<file path="src/rtl/spi_tx_pkg.sv">
// Shared types and sizing helpers for the SPI transmit sequencer.
package spi_tx_pkg;

   localparam int unsigned DEF_DATA_W = 8;

   typedef enum logic [1:0] {
      IDLE,
      SETUP,
      SHIFT,
      GAP
   } state_t;

   // Bits needed for a counter that runs 0 .. n-1 (never narrower than 1).
   function automatic int unsigned cnt_w(input int unsigned n);
      return (n < 2) ? 1 : $clog2(n);
   endfunction

endpackage

</file>
<file path="src/rtl/spi_byte_fifo.sv">
// Small synchronous byte FIFO with occupancy counter and synchronous flush.
module spi_byte_fifo
   import spi_tx_pkg::*;
#(
   parameter int unsigned DATA_W     = DEF_DATA_W,
   parameter int unsigned FIFO_DEPTH = 4
) (
   input  logic              clk,
   input  logic              reset,
   input  logic              push,
   input  logic              pop,
   input  logic              flush,
   input  logic [DATA_W-1:0] din,
   output logic              full,
   output logic              empty,
   output logic [DATA_W-1:0] dout
);

   localparam int unsigned AW       = cnt_w(FIFO_DEPTH);
   localparam logic [AW:0] FULL_CNT = (AW + 1)'(FIFO_DEPTH);

   logic [DATA_W-1:0] mem [FIFO_DEPTH];
   logic [AW-1:0]     wr_ptr;
   logic [AW-1:0]     rd_ptr;
   logic [AW:0]       count;
   logic              do_push;
   logic              do_pop;

   // A full FIFO refuses pushes even when a pop happens on the same edge.
   assign do_push = push && !full && !flush;
   assign do_pop  = pop && !empty;
   assign full    = (count == FULL_CNT);
   assign empty   = (count == '0);
   assign dout    = mem[rd_ptr];

   // Storage write; contents need no reset because count gates visibility.
   always_ff @(posedge clk) begin
      if (do_push) begin
         mem[wr_ptr] <= din;
      end
   end

   // Pointer and occupancy tracking; flush discards everything still queued.
   always_ff @(posedge clk or posedge reset) begin
      if (reset) begin
         wr_ptr <= '0;
         rd_ptr <= '0;
         count  <= '0;
      end else if (flush) begin
         wr_ptr <= '0;
         rd_ptr <= '0;
         count  <= '0;
      end else begin
         if (do_push) begin
            wr_ptr <= wr_ptr + AW'(1);
         end
         if (do_pop) begin
            rd_ptr <= rd_ptr + AW'(1);
         end
         case ({do_push, do_pop})
            2'b10:   count <= count + (AW + 1)'(1);
            2'b01:   count <= count - (AW + 1)'(1);
            default: count <= count;
         endcase
      end
   end

endmodule

</file>
<file path="src/rtl/spi_tx_sequencer.sv">
// Buffers parallel bytes and serialises them MSB-first as chip-select framed SPI words.
module spi_tx_sequencer
   import spi_tx_pkg::*;
#(
   parameter int unsigned DATA_W       = DEF_DATA_W,
   parameter int unsigned FIFO_DEPTH   = 4,
   parameter int unsigned SETUP_CYC    = 2,
   parameter int unsigned CLKS_PER_BIT = 8,
   parameter int unsigned GAP_CYC      = 4
) (
   input  logic              clk,
   input  logic              reset,
   input  logic [DATA_W-1:0] wr_data,
   input  logic              wr_valid,
   output logic              wr_ready,
   input  logic              flush,
   output logic              cs_out,
   output logic              data_out,
   output logic              busy,
   output logic              frame_done,
   output logic [15:0]       frame_count
);

   localparam int unsigned CYC_N =
      (SETUP_CYC > CLKS_PER_BIT) ? ((SETUP_CYC > GAP_CYC) ? SETUP_CYC : GAP_CYC)
                                 : ((CLKS_PER_BIT > GAP_CYC) ? CLKS_PER_BIT : GAP_CYC);
   localparam int unsigned CYC_W = cnt_w(CYC_N);
   localparam int unsigned BIT_W = cnt_w(DATA_W);

   localparam logic [CYC_W-1:0] SETUP_LAST = CYC_W'(SETUP_CYC - 1);
   localparam logic [CYC_W-1:0] BITP_LAST  = CYC_W'(CLKS_PER_BIT - 1);
   localparam logic [CYC_W-1:0] GAP_LAST   = CYC_W'(GAP_CYC - 1);
   localparam logic [BIT_W-1:0] BIT_LAST   = BIT_W'(DATA_W - 1);

   state_t            state;
   logic [DATA_W-1:0] shreg;
   logic [BIT_W-1:0]  bit_cnt;
   logic [CYC_W-1:0]  cyc_cnt;
   logic              fifo_full;
   logic              fifo_empty;
   logic [DATA_W-1:0] fifo_dout;
   logic              push;
   logic              pop;

   assign wr_ready = !fifo_full && !flush;
   assign push     = wr_valid && wr_ready;
   assign pop      = (state == IDLE) && !fifo_empty;
   assign busy     = (state != IDLE) || !fifo_empty;

   spi_byte_fifo #(
      .DATA_W     (DATA_W),
      .FIFO_DEPTH (FIFO_DEPTH)
   ) u_fifo (
      .clk   (clk),
      .reset (reset),
      .push  (push),
      .pop   (pop),
      .flush (flush),
      .din   (wr_data),
      .full  (fifo_full),
      .empty (fifo_empty),
      .dout  (fifo_dout)
   );

   // Frame sequencer: the pop edge already drops cs_out and presents the MSB,
   // so the IDLE cycle is the extra chip-select-high cycle between frames.
   always_ff @(posedge clk or posedge reset) begin
      if (reset) begin
         state       <= IDLE;
         shreg       <= '0;
         bit_cnt     <= '0;
         cyc_cnt     <= '0;
         cs_out      <= 1'b1;
         data_out    <= 1'b0;
         frame_done  <= 1'b0;
         frame_count <= '0;
      end else begin
         frame_done <= 1'b0;
         case (state)
            IDLE: begin
               if (!fifo_empty) begin
                  shreg    <= fifo_dout;
                  cs_out   <= 1'b0;
                  data_out <= fifo_dout[DATA_W-1];
                  cyc_cnt  <= '0;
                  state    <= SETUP;
               end
            end
            SETUP: begin
               if (cyc_cnt == SETUP_LAST) begin
                  cyc_cnt <= '0;
                  bit_cnt <= '0;
                  state   <= SHIFT;
               end else begin
                  cyc_cnt <= cyc_cnt + CYC_W'(1);
               end
            end
            SHIFT: begin
               if (cyc_cnt == BITP_LAST) begin
                  cyc_cnt <= '0;
                  if (bit_cnt == BIT_LAST) begin
                     cs_out      <= 1'b1;
                     data_out    <= 1'b0;
                     frame_done  <= 1'b1;
                     frame_count <= frame_count + 16'd1;
                     state       <= GAP;
                  end else begin
                     bit_cnt  <= bit_cnt + BIT_W'(1);
                     shreg    <= {shreg[DATA_W-2:0], 1'b0};
                     data_out <= shreg[DATA_W-2];
                  end
               end else begin
                  cyc_cnt <= cyc_cnt + CYC_W'(1);
               end
            end
            GAP: begin
               if (cyc_cnt == GAP_LAST) begin
                  cyc_cnt <= '0;
                  state   <= IDLE;
               end else begin
                  cyc_cnt <= cyc_cnt + CYC_W'(1);
               end
            end
            default: state <= IDLE;
         endcase
      end
   end

endmodule

</file>
<file path="config.mk">
export PLATFORM = sky130hd
export DESIGN_NAME = spi_tx_sequencer
export DESIGN_NICKNAME = d
export VERILOG_FILES = /design/src/rtl/spi_tx_pkg.sv /design/src/rtl/spi_byte_fifo.sv /design/src/rtl/spi_tx_sequencer.sv
export SDC_FILE = /design/constraint.sdc
export NUM_CORES = 1
export LEC_CHECK = 0
export BUFFER_PORTS_ARGS = -buffer_cell sky130_fd_sc_hd__buf_2
export CAP_MARGIN = 10
export CORE_ASPECT_RATIO = 0.6
export CORE_MARGIN = 5
export CORE_UTILIZATION = 35
export CTS_CLUSTER_SIZE = 28
export DETAILED_ROUTE_END_ITERATION = 10
export SLEW_MARGIN = 20
export SYNTH_ARGS = -nofsm -noshare
export SYNTH_HDL_FRONTEND = slang
export SYNTH_SLANG_ARGS = --single-unit
export TNS_END_PERCENT = 30
</file>
<file path="constraint.sdc">
create_clock -name clk -period 1.8 [get_ports clk]
set_input_delay 0.36 -clock clk [delete_from_list [all_inputs] [get_ports clk]]
set_output_delay 0.36 -clock clk [all_outputs]
set_load 0.02 [all_outputs]
</file>
==> qor.yml, run 1 <==
pwr:
  ir_worst_vdd_mv: 0.580
  power_mw: 5.74
  p_per_area_nw_per_um2: 1310
  p_leak_nw: 1.85
clock_tree:
  root_buffer: "clkbuf_16"
  cts_buffers: 9
  postCtsHoldBufs: 0
  cts.clk_slew.worst_paths_ps: 60
  cts_sinks: 73
  htreeDepth: 3
  cts_max_path_buffers: 2
  clock_latency_ps: 330
  cts_tree: "built"
layout:
  diodes: 0
  final_util: 0.470
  nets: 356
  drive_above_1_share: 0.341
  syn2layout_area_growth_pct: 28.7
timing:
  clock.fmax_mhz: 554
  clock_skew_ps: 6.75
  finalCritPeriodShare: 1.00
  min_period_ps: 1800
  relSlewSlack: 0.710
  fin_ws_ps: -4.96
  worstMarginPinSlew_ps: 430
  drv_slew: 0
  finalHoldViolCount: 0
  finalSetupViolations: 1
  rsz0062_at_grt: "true"
worst_hold_path:
  min_path_type: "input port to async pin"
logic_synthesis:
  synth_cell_type_count: 46
  ys_warn_count: 0
  ys_ff_latch: 73
  synth_area_leaders: "dfrtp_1 (29%), edfxtp_1 (28%), ha_1 (6.3%)"
  syn_area_um2: 3400
  synth.most_common_cell: "dfrtp_1"
  synth-main-ff-cell: "dfrtp_1"
  synth.largest_area_cell: "dfrtp_1"
  syn_avg_cell_area_um2: 13.2
  syn_inst: 258
  ys_top_cells_by_count: "dfrtp_1 (40), edfxtp_1 (32), nor2_1 (20), ha_1 (17), inv_1 (14)"
  yosysTopAreaCellShare: 0.294
  syn-num-nets: 288
  synth_edf_count: 32
  ys_seq_area_frac: 0.585
  ys_async_sr_fraction: 0.562
routing:
  detailedRoute.firstPassIterationCount: 4
  drt_iter0_drc: 101
  drt-total-wl_um: 6270
  avgRoutedWirePerCell_um: 13.6
  routed-via-count: 2138
  drtAntennaViolNets: 0
  viasPerCell: 4.64
  drc: 0
worst_setup_path:
  r2r-start: "u_fifo.count[1]"
  critPathTopFamily: "flip-flops"
  crit_start: "u_fifo.count[2]"
  cp_slowest_stage_delay_ps: 450
  critPathLaunchType: "flip-flop"
  end_kind: "output pin"
  crit_chain: "buf_4 > nor4b_4 > inv_2 > buf_6"
  worst-path-buf-inv: 3
  critical_path_class: "flip-flop to output pin"
  worst_path_max_delay_cell: "dfrtp_2"
  worst_ep_required_time_ps: 1440
  critPathMaxFanout: 6
  worstPathArrival_ps: 1440
global_route:
  grt_use_total: 0.117
  antenna_found_initial: 0
  first_global_vias: 2157
  grt_pass1_wl_um: 10800
  grt_start_max_net_pins: 42
  grt_overflow: 0
floorplan:
  initial_core_util: 0.365
  io_pins: 33
  die_w_um: 137
  fp.dieH_um: 86.4
  placement_rows: 27
  die-area_um2: 11900
  core_um2: 9320
placed_design:
  gp_congestion: 0.796
  dp_hpwl_um: 4410
  portBuffers: 32
status:
  violations: "negative setup slack"
  status: "finished, violations left"
job:
  drv_cap: 0
worst paths after layout:
check                      depth (start not counted)          endpoint  slack [ps]
max                                                4              busy          -5
min                                                3    frame_count[6]          80
min reg2reg                                        1   frame_count[15]         460
min in group clk                                   1  u_fifo.mem[1][3]         240
max reg2reg                                        7   u_fifo.count[2]          50
max in group asynchronous                          3            cs_out        1460
metal layers:
layer | wire [µm] | global-route usage
met3 | 270 | 0.0365
met4 | 107 | 0.0435
met2 | 2690 | 0.160
met1 | 3210 | 0.174
met5 | 0 | 0
sequential cells by signal, indices dropped and copies added (netlist names):
name and cells:
bit_cnt 3, cs_out 1, cyc_cnt 3, data_out 1, frame_count 16, frame_done 1, shreg 7, state 2
u_fifo.count 3, u_fifo.mem 32, u_fifo.rd_ptr 2, u_fifo.wr_ptr 2
cells in the final DEF (no fill, tap or decap), types with 2 or more instances in the layout:
master	instances
a21oi_1	13
a22o_1	6
a31oi_1	3
and2_1	4
and3_1	4
buf_12	5
buf_2	31
buf_4	25
buf_6	5
clkbuf_16	9
clkinv_4	2
clkinvlp_4	2
dfrtp_1	37
dfrtp_2	3
edfxtp_1	32
ha_1	13
ha_4	3
inv_1	12
inv_2	3
inv_6	2
mux2_1	2
mux2_2	2
mux2i_1	7
mux4_2	8
nand2_1	13
nand2b_1	6
nand3_1	5
nand3b_1	2
nand4_1	3
nor2_1	18
nor2_2	2
nor2b_1	4
o21ai_0	4
o21ai_1	2
xnor2_1	12
xor2_1	5
worst register-to-register path: stages, from the launching register on:
cell	delay (ps)
dfrtp_2	410
buf_4	150
nor2_4	50
a211oi_4	280
nor2_2	70
fa_1	400
a31oi_1	180
o21a_1	150
repair_timing:
action,4_1_cts,5_1_grt
gates resized for setup,10,12
pin swaps,2,2
buffers inserted,6,1
setup endpoints to repair,5,22
metrics by stage:
stage | area (µm²) | instances | TNS, ps | setup slack (ps) | hold slack, ps
2_1_floorplan | 3420 | 258 | -6.89 | -5.06 | 459
3_3_place_gp | 3960 | 438 | 0 | 39.0 | 431
3_5_place_dp | 3960 | 438 | -31.9 | -31.9 | 438
4_1_cts | 4310 | 460 | -32.9 | -14.7 | 80.9
5_1_grt | 4380 | 461 | -290 | -115 | 93.0
6_report | 4380 | 461 | -4.96 | -4.96 | 80.0
power breakdown:
part           switching [mW]  total (mW)  internal [mW]
registers               0.161        2.14           1.98
logic                   0.975        1.94          0.967
clock network           0.709        1.65          0.941
total                    1.84        5.74           3.89
layout make-up:
cell class	instances	area [µm²]
fillers	842	4950
flip-flops and latches	73	1990
multi-input cells	161	1390
well taps	130	163
clock inverters	7	53.8
repair buffers	66	499
inverters	15	56.3
clock buffers	9	225
cells by family after synthesis:
family / Yosys count / share of synthesized area
adder cells (fa/ha/maj): 18 / 0.0684
AND/OR/NAND/NOR: 69 / 0.109
XOR/XNOR: 18 / 0.0486
buffers and inverters: 24 / 0.0276
AO/OA/AOI/OAI: 37 / 0.0751
multiplexers: 19 / 0.0868
flip-flops: 73 / 0.585
No activity file was read; power rests on OpenSTA's default activity.
==> run 2, diff against run 1 <==
CTS_BUF_LIST = sky130_fd_sc_hd__clkbuf_8   (was not set)
==> qor.yml, run 2 (synthesis results as in run 1) <==
timing:
  finalCritPeriodShare: 1.01  # was 1.00
  clock_skew_ps: 10.5  # was 6.75 ps
  setup_tns_ps: -13.8  # was -4.96 ps
  worstMarginPinSlew_ps: 439  # was 430 ps
  fin_ws_ps: -13.8  # was -4.96 ps
  drv_slew: 0  # unchanged
  min_period_ps: 1810  # was 1800 ps
  finalHoldViolCount: 0  # unchanged
  clock.fmax_mhz: 551  # was 554 MHz
  finalSetupViolations: 1  # unchanged
  rsz0062_at_grt: "true"  # unchanged
  relSlewSlack: 0.708  # was 0.710
layout:
  most-common-layout-cells: "dfrtp_1 (37), buf_2 (32), edfxtp_1 (32), buf_4 (31), nor2_1 (18)"  # was dfrtp_1 (37), edfxtp_1 (32), buf_2 (31), buf_4 (25), nor2_1 (18)
  diodes: 0  # unchanged
  fin_area_um2: 4340  # was 4380 µm²
  reg.largest.list: "u_fifo.mem x32, frame_count x16, shreg x7"  # unchanged
  seqCellArea_um2: 1990  # unchanged
  syn2layout_area_growth_pct: 27.7  # was 28.7%
  final_util: 0.466  # was 0.470
  layout_commonest_cell: "dfrtp_1"  # unchanged
  multi_input_area_um2: 1400  # was 1390 µm²
  drive_above_1_share: 0.364  # was 0.341
  largest_reg_flops: 32  # unchanged
  n_fill_cell: 851  # was 842
  nets: 363  # was 356
  top_register: "u_fifo.mem"  # unchanged
clock_tree:
  cts.clk_slew.worst_paths_ps: 90  # was 60 ps
  cts_buffers: 9  # unchanged
  cts_max_path_buffers: 2  # unchanged
  htreeDepth: 3  # unchanged
  root_buffer: "clkbuf_8"  # was clkbuf_16
  cts_sinks: 73  # unchanged
  clock_latency_ps: 360  # was 330 ps
  cts_tree: "built"  # unchanged
placed_design:
  portBuffers: 32  # unchanged
  dp_hpwl_um: 4410  # unchanged
  gp_congestion: 0.796  # unchanged
  place_area_um2: 3960  # unchanged
floorplan:
  fp.dieH_um: 86.4  # unchanged
  initial_core_util: 0.365  # unchanged
  io_pins: 33  # unchanged
  die-area_um2: 11900  # unchanged
  die_w_um: 137  # unchanged
  placement_rows: 27  # unchanged
  core_um2: 9320  # unchanged
job:
  drv_cap: 0  # unchanged
pwr:
  ir_worst_vdd_mv: 0.482  # was 0.580 mV
  p_per_area_nw_per_um2: 1240  # was 1310 nW/µm²
  p_leak_nw: 1.84  # was 1.85 nW
  power_mw: 5.40  # was 5.74 mW
status:
  violations: "negative setup slack"  # unchanged
  status: "finished, violations left"  # unchanged
worst_setup_path:
  crit_path_end: "busy"  # unchanged
  ff2ff_path_depth: 6  # was 7
  r2r-start: "state[0]"  # was u_fifo.count[1]
  end_kind: "output pin"  # unchanged
  reg2reg_slack_ps: 10  # was 50 ps
  critPathLaunchType: "flip-flop"  # unchanged
  worst_ep_required_time_ps: 1440  # about the same
  critical_path_class: "flip-flop to output pin"  # unchanged
  critPathMaxFanout: 3  # was 6
  reg2reg_to: "state[1]"  # was u_fifo.count[2]
  worstPathArrival_ps: 1450  # was 1440 ps
  crit_start: "u_fifo.count[1]"  # was u_fifo.count[2]
routing:
  drtAntennaViolNets: 0  # unchanged
  routed-via-count: 2159  # was 2138
  avgRoutedWirePerCell_um: 13.8  # was 13.6 µm
  drc: 0  # unchanged
  drt-total-wl_um: 6470  # was 6270 µm
  detailedRoute.firstPassIterationCount: 4  # unchanged
  viasPerCell: 4.61  # was 4.64
  drt_iter0_drc: 78  # was 101
global_route:
  grt_overflow: 0  # unchanged
  grt_pass1_wl_um: 10800  # about the same
  grt-busiest-layer: "met1"  # unchanged
  grt_start_max_net_pins: 42  # unchanged
  grt_use_total: 0.119  # was 0.117
  grt.met1_usage: 0.171  # was 0.174
  grtUsageMet2: 0.164  # was 0.160
  antenna_found_initial: 0  # unchanged
  use_met3: 0.0470  # was 0.0365
  first_global_vias: 2171  # was 2157
worst_hold_path:
  min_path_type: "input port to async pin"  # unchanged
==> run 2: what timing repair did <==
| action | 4_1_cts | 5_1_grt |
|---|---|---|
| setup buffers | 7 | 6 |
| cloned | 0 | 1 |
| resized for setup | 11 | 17 |
| setup endpoints to repair | 6 | 24 |
| hold buffers | 0 | 0 |
| pin swaps | 2 | 5 |
==> run 2: how the worst min path moves through the flow <==
stage	end	cells after the start	slack (ps)	from
final	frame_count[6]	3	40	reset
after global routing	frame_count[6]	3	40	reset
after CTS	frame_count[4]	3	40	reset
after detailed placement	frame_count[9]	3	440	reset
after global placement	u_fifo.count[2]	3	430	reset
after floorplan	u_fifo.mem[0][0]	0	460	wr_data[0]
==> run 2: layout make-up <==
type                       count  area share
clock buffer                   9      0.0285
timing repair buffer          73       0.128
clock inverter                 7      0.0124
sequential                    73       0.459
tap                          130      0.0374
inverter                      15      0.0130
multi-input combinational    161       0.322
==> run 2: report_power, final <==
part           leakage (nW)  internal [mW]  switching (mW)
Clock                0.0839          0.508           0.653
Combinational         0.936           1.08            1.03
Sequential            0.822           1.98           0.153
==> run 2: metal layers <==
layer  part of all wire  vias to the layer above  wire length (µm)
met1               0.51                     1058              3320
li1                   -                     1065                 -
met2               0.43                       29              2800
met3              0.041                        7               268
met4              0.012                        0                76
met5                  0                        -                 0
==> run 2: worst max-delay path: stages (launching register included) <==
cell     delay [ps]
dfrtp_2         440
buf_6           130
nor4b_4         310
inv_2            80
buf_6           140
==> run 2: per-stage QoR <==
| step | worst slack (ps) | hold slack [ps] | cells |
|---|---|---|---|
| 5_1_grt | -140 | 43.9 | 468 |
| 3_3_place_gp | 39.0 | 431 | 438 |
| 4_1_cts | -31.8 | 41.4 | 461 |
| 3_5_place_dp | -31.9 | 438 | 438 |
| 6_report | -13.8 | 43.9 | 468 |
| 2_1_floorplan | -5.06 | 459 | 258 |
